--- config.mk ---
export PLATFORM = sky130hd
export DESIGN_NAME = uvmt_mio_cli_st_rst_seq
export DESIGN_NICKNAME = d
export VERILOG_FILES = /design/src/rtl/uvmt_mio_cli_st_rst_seq.sv
export SDC_FILE = /design/constraint.sdc
export NUM_CORES = 1
export LEC_CHECK = 0
export BUFFER_PORTS_ARGS = -buffer_cell sky130_fd_sc_hd__buf_2
export CORE_MARGIN = 2
export CORE_UTILIZATION = 55
export DETAILED_ROUTE_END_ITERATION = 8
export PLACE_DENSITY = 0.83
export SLEW_MARGIN = 20
export SYNTH_ARGS = -nofsm -noshare
export SYNTH_HDL_FRONTEND = slang
export SYNTH_SLANG_ARGS = --single-unit
export TNS_END_PERCENT = 30
--- constraint.sdc ---
create_clock -name clk -period 3 [get_ports clk]
set_input_delay 0.15 -clock clk [delete_from_list [all_inputs] [get_ports clk]]
set_output_delay 0.15 -clock clk [all_outputs]
set_load 0.05 [all_outputs]
--- src/rtl/uvmt_mio_cli_st_rst_seq.sv ---
// ---------------------------------------------------------------------------
// uvmt_mio_cli_st_rst_seq
//
// Reset synchroniser and staged-release sequencer. The raw generator reset
// is synchronised to clk, held for HOLD_CYCLES, then the active-low outputs
// are released one at a time, STAGGER_CYCLES apart, bit 0 first. A soft
// request replays the hold/release sequence without touching reset_n.
//
// Optional feature macro: UVMT_MIO_CLI_ST_RST_SEQ_SW_REQ_EN
//   defined   : sw_reset_req restarts the sequence from HOLD.
//   undefined : sw_reset_req is ignored and the sequence runs only after reset_n.
//
// Ports
//   clk          in   bench clock
//   reset_n      in   raw reset, asynchronous, active-low
//   sw_reset_req in   synchronous soft-reset request
//   rst_n_out    out  [NUM_OUTS] staged active-low resets, bit 0 first
//   all_ready    out  registered, high once every rst_n_out bit is 1
//   busy         out  high in any state other than DONE
//   rst_cnt      out  [8] completed release sequences, saturating at 255
// ---------------------------------------------------------------------------
module uvmt_mio_cli_st_rst_seq #(
  parameter int SYNC_STAGES    = 2,
  parameter int HOLD_CYCLES    = 16,
  parameter int NUM_OUTS       = 4,
  parameter int STAGGER_CYCLES = 4
) (
  input  logic                clk,
  input  logic                reset_n,
  input  logic                sw_reset_req,
  output logic [NUM_OUTS-1:0] rst_n_out,
  output logic                all_ready,
  output logic                busy,
  output logic [7:0]          rst_cnt
);

  localparam int HW = (HOLD_CYCLES    > 1) ? $clog2(HOLD_CYCLES)    : 1;
  localparam int SW = (STAGGER_CYCLES > 1) ? $clog2(STAGGER_CYCLES) : 1;
  localparam int IW = (NUM_OUTS       > 1) ? $clog2(NUM_OUTS)       : 1;

  localparam logic [HW-1:0] HOLD_LAST = HW'(HOLD_CYCLES - 1);
  localparam logic [SW-1:0] STAG_LAST = SW'(STAGGER_CYCLES - 1);
  localparam logic [IW-1:0] IDX_LAST  = IW'(NUM_OUTS - 1);

  typedef enum logic [1:0] {
    ST_ASSERT  = 2'd0,
    ST_HOLD    = 2'd1,
    ST_RELEASE = 2'd2,
    ST_DONE    = 2'd3
  } state_t;

  // Synchroniser: ones shift in from stage 0; reset clears the whole chain.
  logic [SYNC_STAGES-1:0] sync_pipe;
  logic                   sync_rst_n;

  always_ff @(posedge clk or negedge reset_n) begin
    if (!reset_n) sync_pipe <= '0;
    else          sync_pipe <= {sync_pipe[SYNC_STAGES-2:0], 1'b1};
  end

  assign sync_rst_n = sync_pipe[SYNC_STAGES-1];

  // Soft request, gated by the build option.
  logic sw_req;
`ifdef UVMT_MIO_CLI_ST_RST_SEQ_SW_REQ_EN
  assign sw_req = sw_reset_req;
`else
  logic sw_req_unused;
  assign sw_req_unused = sw_reset_req;
  assign sw_req        = 1'b0;
`endif

  state_t                state, state_nxt;
  logic [HW-1:0]         hold_cnt, hold_nxt;
  logic [SW-1:0]         stag_cnt, stag_nxt;
  logic [IW-1:0]         idx, idx_nxt;
  logic [NUM_OUTS-1:0]   out_nxt;
  logic                  rdy_nxt;
  logic [7:0]            cnt_nxt, cnt_inc;

  assign cnt_inc = (rst_cnt == 8'hFF) ? rst_cnt : rst_cnt + 8'd1;

  always_comb begin
    state_nxt = state;
    hold_nxt  = hold_cnt;
    stag_nxt  = stag_cnt;
    idx_nxt   = idx;
    out_nxt   = rst_n_out;
    rdy_nxt   = all_ready;
    cnt_nxt   = rst_cnt;

    case (state)
      ST_ASSERT: begin
        out_nxt = '0;
        rdy_nxt = 1'b0;
        if (sync_rst_n) begin
          state_nxt = ST_HOLD;
          hold_nxt  = '0;
        end
      end
      ST_HOLD: begin
        hold_nxt = hold_cnt + HW'(1);
        if (hold_cnt == HOLD_LAST) begin
          out_nxt[0] = 1'b1;
          stag_nxt   = '0;
          idx_nxt    = IW'(1);
          if (NUM_OUTS == 1) begin
            state_nxt = ST_DONE;
            rdy_nxt   = 1'b1;
            cnt_nxt   = cnt_inc;
          end else begin
            state_nxt = ST_RELEASE;
          end
        end
      end
      ST_RELEASE: begin
        stag_nxt = stag_cnt + SW'(1);
        if (stag_cnt == STAG_LAST) begin
          out_nxt[idx] = 1'b1;
          stag_nxt     = '0;
          idx_nxt      = idx + IW'(1);
          if (idx == IDX_LAST) begin
            state_nxt = ST_DONE;
            rdy_nxt   = 1'b1;
            cnt_nxt   = cnt_inc;
          end
        end
      end
      ST_DONE: begin
      end
      default: state_nxt = ST_ASSERT;
    endcase

    // A soft request overrides any release or completion on the same edge,
    // so an aborted sequence never reaches the counter.
    if (sw_req && state != ST_ASSERT) begin
      state_nxt = ST_HOLD;
      hold_nxt  = '0;
      out_nxt   = '0;
      rdy_nxt   = 1'b0;
      cnt_nxt   = rst_cnt;
    end
  end

  always_ff @(posedge clk or negedge reset_n) begin
    if (!reset_n) begin
      state     <= ST_ASSERT;
      hold_cnt  <= '0;
      stag_cnt  <= '0;
      idx       <= '0;
      rst_n_out <= '0;
      all_ready <= 1'b0;
      rst_cnt   <= '0;
    end else begin
      state     <= state_nxt;
      hold_cnt  <= hold_nxt;
      stag_cnt  <= stag_nxt;
      idx       <= idx_nxt;
      rst_n_out <= out_nxt;
      all_ready <= rdy_nxt;
      rst_cnt   <= cnt_nxt;
    end
  end

  assign busy = (state != ST_DONE);

endmodule

==> tab_implementation.tex <==
\begin{tabular}{lr}
\hline
Metric & Value \\
\hline
\multicolumn{2}{l}{\textbf{Run status}} \\
\quad Run status & complete, no violations \\
\multicolumn{2}{l}{\textbf{Clock tree}} \\
\quad Clock root buffer & sky130\_fd\_sc\_hd\_\_clkbuf\_4 \\
\quad CTS H-tree depth & 1 \\
\quad CTS Buffer Depth & 2 \\
\quad Later-pin clock latency in the skew report & $\sim$0.33 ns \\
\quad CTS clock-pin slew for the worst setup and hold paths & 0.14 ns \\
\quad Setup Fix Bufs, Post-CTS & 0 \\
\quad Clock sink count & 25 \\
\quad CTS tree & built \\
\quad Number of clock buffers inserted by TritonCTS & 3 \\
\multicolumn{2}{l}{\textbf{Critical path}} \\
\quad Arrival time of data at the critical path endpoint & 2.21 ns \\
\quad Logic depth of the worst setup path including buffers & 6 \\
\quad Buf/Inv on CP & 1 \\
\quad Critical path required time & 3.23 ns \\
\quad Startpoint type of the worst setup path & flop \\
\quad Setup Crit Path Kind & reg -> reg \\
\quad Largest driver fanout on the critical path & 12 \\
\quad Path depth of the worst reg2reg path & 6 \\
\quad Cell breakdown of the critical path & inv\_1 -> ha\_1 -> and3\_1 -> nand2\_1 -> nor2\_1 -> mux2\_2 \\
\quad Highest cell delay on the worst timing path & 0.46 ns \\
\quad Slowest library cell on the worst path & sky130\_fd\_sc\_hd\_\_ha\_1 \\
\quad CP Capture Type & flop \\
\quad Cell family with the largest share of critical-path delay & simple AND/OR/NAND/NOR gates \\
\multicolumn{2}{l}{\textbf{Final layout}} \\
\quad Nets & around 170 \\
\quad Final standard cell count with taps included and fillers excluded & $\sim$180 \\
\quad Commonest non-fill, non-tap cell in the layout & sky130\_fd\_sc\_hd\_\_dfrtp\_1 \\
\quad Layout-stage area growth over the synthesis result & 10.6\% \\
\quad Top library cells by usage in the layout, fill and taps aside & sky130\_fd\_sc\_hd\_\_dfrtp\_1, sky130\_fd\_sc\_hd\_\_buf\_2, sky130\_fd\_sc\_hd\_\_ha\_1 \\
\quad Area of all placed cells without fillers & about 0.0015 sq mm \\
\quad Ratio of cells with drive above 1 in the final layout & 20.3\% \\
\quad Number of diodes added for antenna fixing & 0 \\
\multicolumn{2}{l}{\textbf{Power and ir drop}} \\
\quad Power density over the cells & approximately 830 mW/mm\^{}2 \\
\quad VDD IR-drop max & $\sim$0.00050 V \\
\quad Net switching power figure & $\sim$550 uW \\
\quad Leakage component of the power & approximately 0.00074 uW \\
\quad Internal power component & 704 uW \\
\quad Sw Ratio & a little over two fifths \\
\quad Clock power share & between 10\% and 20\% \\
\quad Combinational power share & between 40 and 50\% \\
\quad Sequential fraction of design power & around two fifths \\
\multicolumn{2}{l}{\textbf{Route}} \\
\quad Number of remaining DRC errors & 0 \\
\quad Length of the first detailed-routing pass in iterations & 4 \\
\quad Routed Antenna Nets & 0 \\
\quad Average wire length per cell after detail routing & 12.9 microns \\
\quad Detailed Route WL & 2300 microns \\
\quad Violation count after the first detailed-route iteration & 17 \\
\quad Via count & approximately 970 \\
\quad Routed via count divided by cell count & around 5.4 \\
\multicolumn{2}{l}{\textbf{Floorplanning}} \\
\quad Initial Utilization & 56.7\% \\
\quad \# IOs & 17 \\
\quad Core Footprint & 0.00241 sq mm \\
\quad Die boundary width & between 50 and 60 microns \\
\quad Number of standard-cell rows in the floorplan & 18 \\
\quad Die outline area & slightly below 0.003 sq mm \\
\quad Die boundary height & $\sim$54 microns \\
\multicolumn{2}{l}{\textbf{Yosys}} \\
\quad Net Count, Synth & approximately 150 \\
\quad Distinct cell type count after synthesis & 29 \\
\quad Flip-flop and latch count after synthesis & 25 \\
\quad Total number of yosys warnings & 0 \\
\quad Mean instance size in the synthesized netlist & 10.5 sq um \\
\quad Synthesized instance count & 130 \\
\quad Combined area of all synthesized cells & between 0.001 and 0.0015 sq mm \\
\quad Sequential-to-total area share from yosys stat & between 40\% and 50\% \\
\multicolumn{2}{l}{\textbf{STA}} \\
\quad Tmin final & a little under 2 ns \\
\quad Worst slew margin relative to its limit & a little over three fifths \\
\quad Setup TNS Final & 0 ns \\
\quad Unrepaired setup endpoints after global routing & false \\
\quad Final period util & between 60\% and 70\% \\
\quad Pins over their slew limit & 0 \\
\quad Top achievable clock speed & around 0.50 GHz \\
\quad Setup violators final & 0 \\
\quad Actual transition at the worst max-transition pin & $\sim$0.56 ns \\
\quad Number of hold violations in the final report & 0 \\
\quad Clock skew & 0.00334 ns \\
\multicolumn{2}{l}{\textbf{GRT}} \\
\quad Pin count of the biggest net entering global routing & 26 \\
\quad Overall track demand over capacity in global routing & 18.6\% \\
\quad Via count of the first global-routing pass & 918 \\
\quad Overflow left after global routing & 0 \\
\quad Initial antenna violation count & 0 \\
\quad First-pass GRT wire length & slightly below 4000 microns \\
\multicolumn{2}{l}{\textbf{Place}} \\
\quad PortBufs & 15 \\
\quad RePlAce Congestion & 0.718 \\
\quad Number of placed instances with taps included & $\sim$170 \\
\quad Placement Cell Area & 0.00147 sq mm \\
\quad Post-DP HPWL & approximately 1700 microns \\
\multicolumn{2}{l}{\textbf{Run}} \\
\quad Max capacitance violation total & 0 \\
\multicolumn{2}{l}{\textbf{Worst hold path}} \\
\quad Type of the tightest min-delay check & in -> async \\
\hline
\end{tabular}
## sequential cells by signal, indices dropped and copies added, names as in the netlist
name       flops
all_ready      1
rst_n_out      4
state          2
stag_cnt       2
hold_cnt       4
rst_cnt        8
idx            2
sync_pipe      2
## final cells by class
type | count | area (sq um)
Clock buffer | 3 | 22.5
Inverter | 11 | 41.3
Clock inverter | 1 | 7.51
Fill cell | 200 | 897
Multi-Input combinational cell | 92 | 693
Tap cell | 30 | 37.5
Timing Repair Buffer | 16 | 85.1
Sequential cell | 25 | 626
## path summary, 6_finish.rpt
| check | slack [ns] | from | endpoint |
|---|---|---|---|
| setup reg to reg | 1.02 | state[0] | rst_cnt[4] |
| setup / recovery | 1.02 | state[0] | rst_cnt[4] |
| max in group asynchronous | 2.30 | reset_n | rst_cnt[0] |
| hold / removal | 0.32 | reset_n | state[0] |
| hold reg to reg | 0.37 | sync_pipe[0] | sync_pipe[1] |
| min in group clk | 0.37 | sync_pipe[0] | sync_pipe[1] |
## synth_stat cells
cell type / count / area share (%)
sky130_fd_sc_hd__dfrtp_1: 25 / 46
sky130_fd_sc_hd__ha_1: 13 / 12
sky130_fd_sc_hd__nand2_1: 12 / 3.3
sky130_fd_sc_hd__inv_1: 11 / 3.0
sky130_fd_sc_hd__a21oi_1: 9 / 3.3
sky130_fd_sc_hd__mux2i_1: 7 / 5.1
sky130_fd_sc_hd__nor2_1: 7 / 1.9
sky130_fd_sc_hd__o21ai_0: 7 / 2.6
sky130_fd_sc_hd__nand3_1: 5 / 1.8
sky130_fd_sc_hd__mux2_2: 4 / 3.3
sky130_fd_sc_hd__and3_1: 3 / 1.4
sky130_fd_sc_hd__nand2b_1: 3 / 1.4
sky130_fd_sc_hd__xnor2_1: 3 / 1.9
sky130_fd_sc_hd__a22o_1: 2 / 1.3
sky130_fd_sc_hd__clkbuf_1: 2 / 0.55
sky130_fd_sc_hd__nand3_2: 2 / 1.5
sky130_fd_sc_hd__nor2b_1: 2 / 0.91
sky130_fd_sc_hd__o221ai_1: 2 / 1.3
sky130_fd_sc_hd__a211oi_2: 1 / 0.91
sky130_fd_sc_hd__a32o_1: 1 / 0.73
sky130_fd_sc_hd__and2_1: 1 / 0.46
sky130_fd_sc_hd__and4_1: 1 / 0.64
sky130_fd_sc_hd__conb_1: 1 / 0.27
sky130_fd_sc_hd__mux2_4: 1 / 1.1
sky130_fd_sc_hd__nand4_1: 1 / 0.46
sky130_fd_sc_hd__nor3_1: 1 / 0.37
sky130_fd_sc_hd__nor3_2: 1 / 0.73
sky130_fd_sc_hd__nor4b_4: 1 / 1.7
sky130_fd_sc_hd__or2_2: 1 / 0.46
## worst reg2reg max path: stages, from the launching register on
cell	delay (ns)
sky130_fd_sc_hd__dfrtp_1	0.44
sky130_fd_sc_hd__inv_1	0.14
sky130_fd_sc_hd__ha_1	0.46
sky130_fd_sc_hd__and3_1	0.27
sky130_fd_sc_hd__nand2_1	0.12
sky130_fd_sc_hd__nor2_1	0.12
sky130_fd_sc_hd__mux2_2	0.33
## timing repair
item / CTS / global route
hold endpoints to repair: 25 / 0
hold buffers: 1 / 0
gates resized for setup: 0 / 0
## routing by layer
layer / vias to the layer above / track usage [%] / part of all wire (%)
li1: 482 / - / -
met1: 468 / 23.1 / 47
met2: 12 / 31.1 / 49
met3: 5 / 5.00 / 2.7
met4: 0 / 6.41 / 1.5
met5: - / 0 / 0
## through the flow
step	hold WS (ns)	total power [uW]	setup slack, ns	utilization [%]
floorplan	-0.146	976	1.18	-
global placement	0.173	1070	1.11	61.1
detailed placement	0.174	1110	1.04	61.1
CTS	0.336	1270	1.03	62.8
global route	0.365	1360	0.872	62.8
finish	0.325	1250	1.02	62.8
## kinds of logic (layout without fill, tap and decap cells)
family	count (synthesis)	count (layout)	share of synthesized area (%)
simple gates	41	41	17.0
flops	25	25	45.7
compound gates	22	22	10.1
fa+ha+maj	13	13	11.9
buf+inv	13	31	3.57
mux	12	12	9.51
xor+xnor	3	3	1.92
other cells	1	1	0.274
## power groups by stage
stage	sequential (uW)	combinational, uW	clock [uW]
6_report	486	611	157
2_1_floorplan	543	433	0
3_3_place_gp	485	587	0
3_5_place_dp	493	617	0
4_1_cts	487	617	163
5_1_grt	499	683	177
Note: power is estimated with default switching activity, not from simulation.
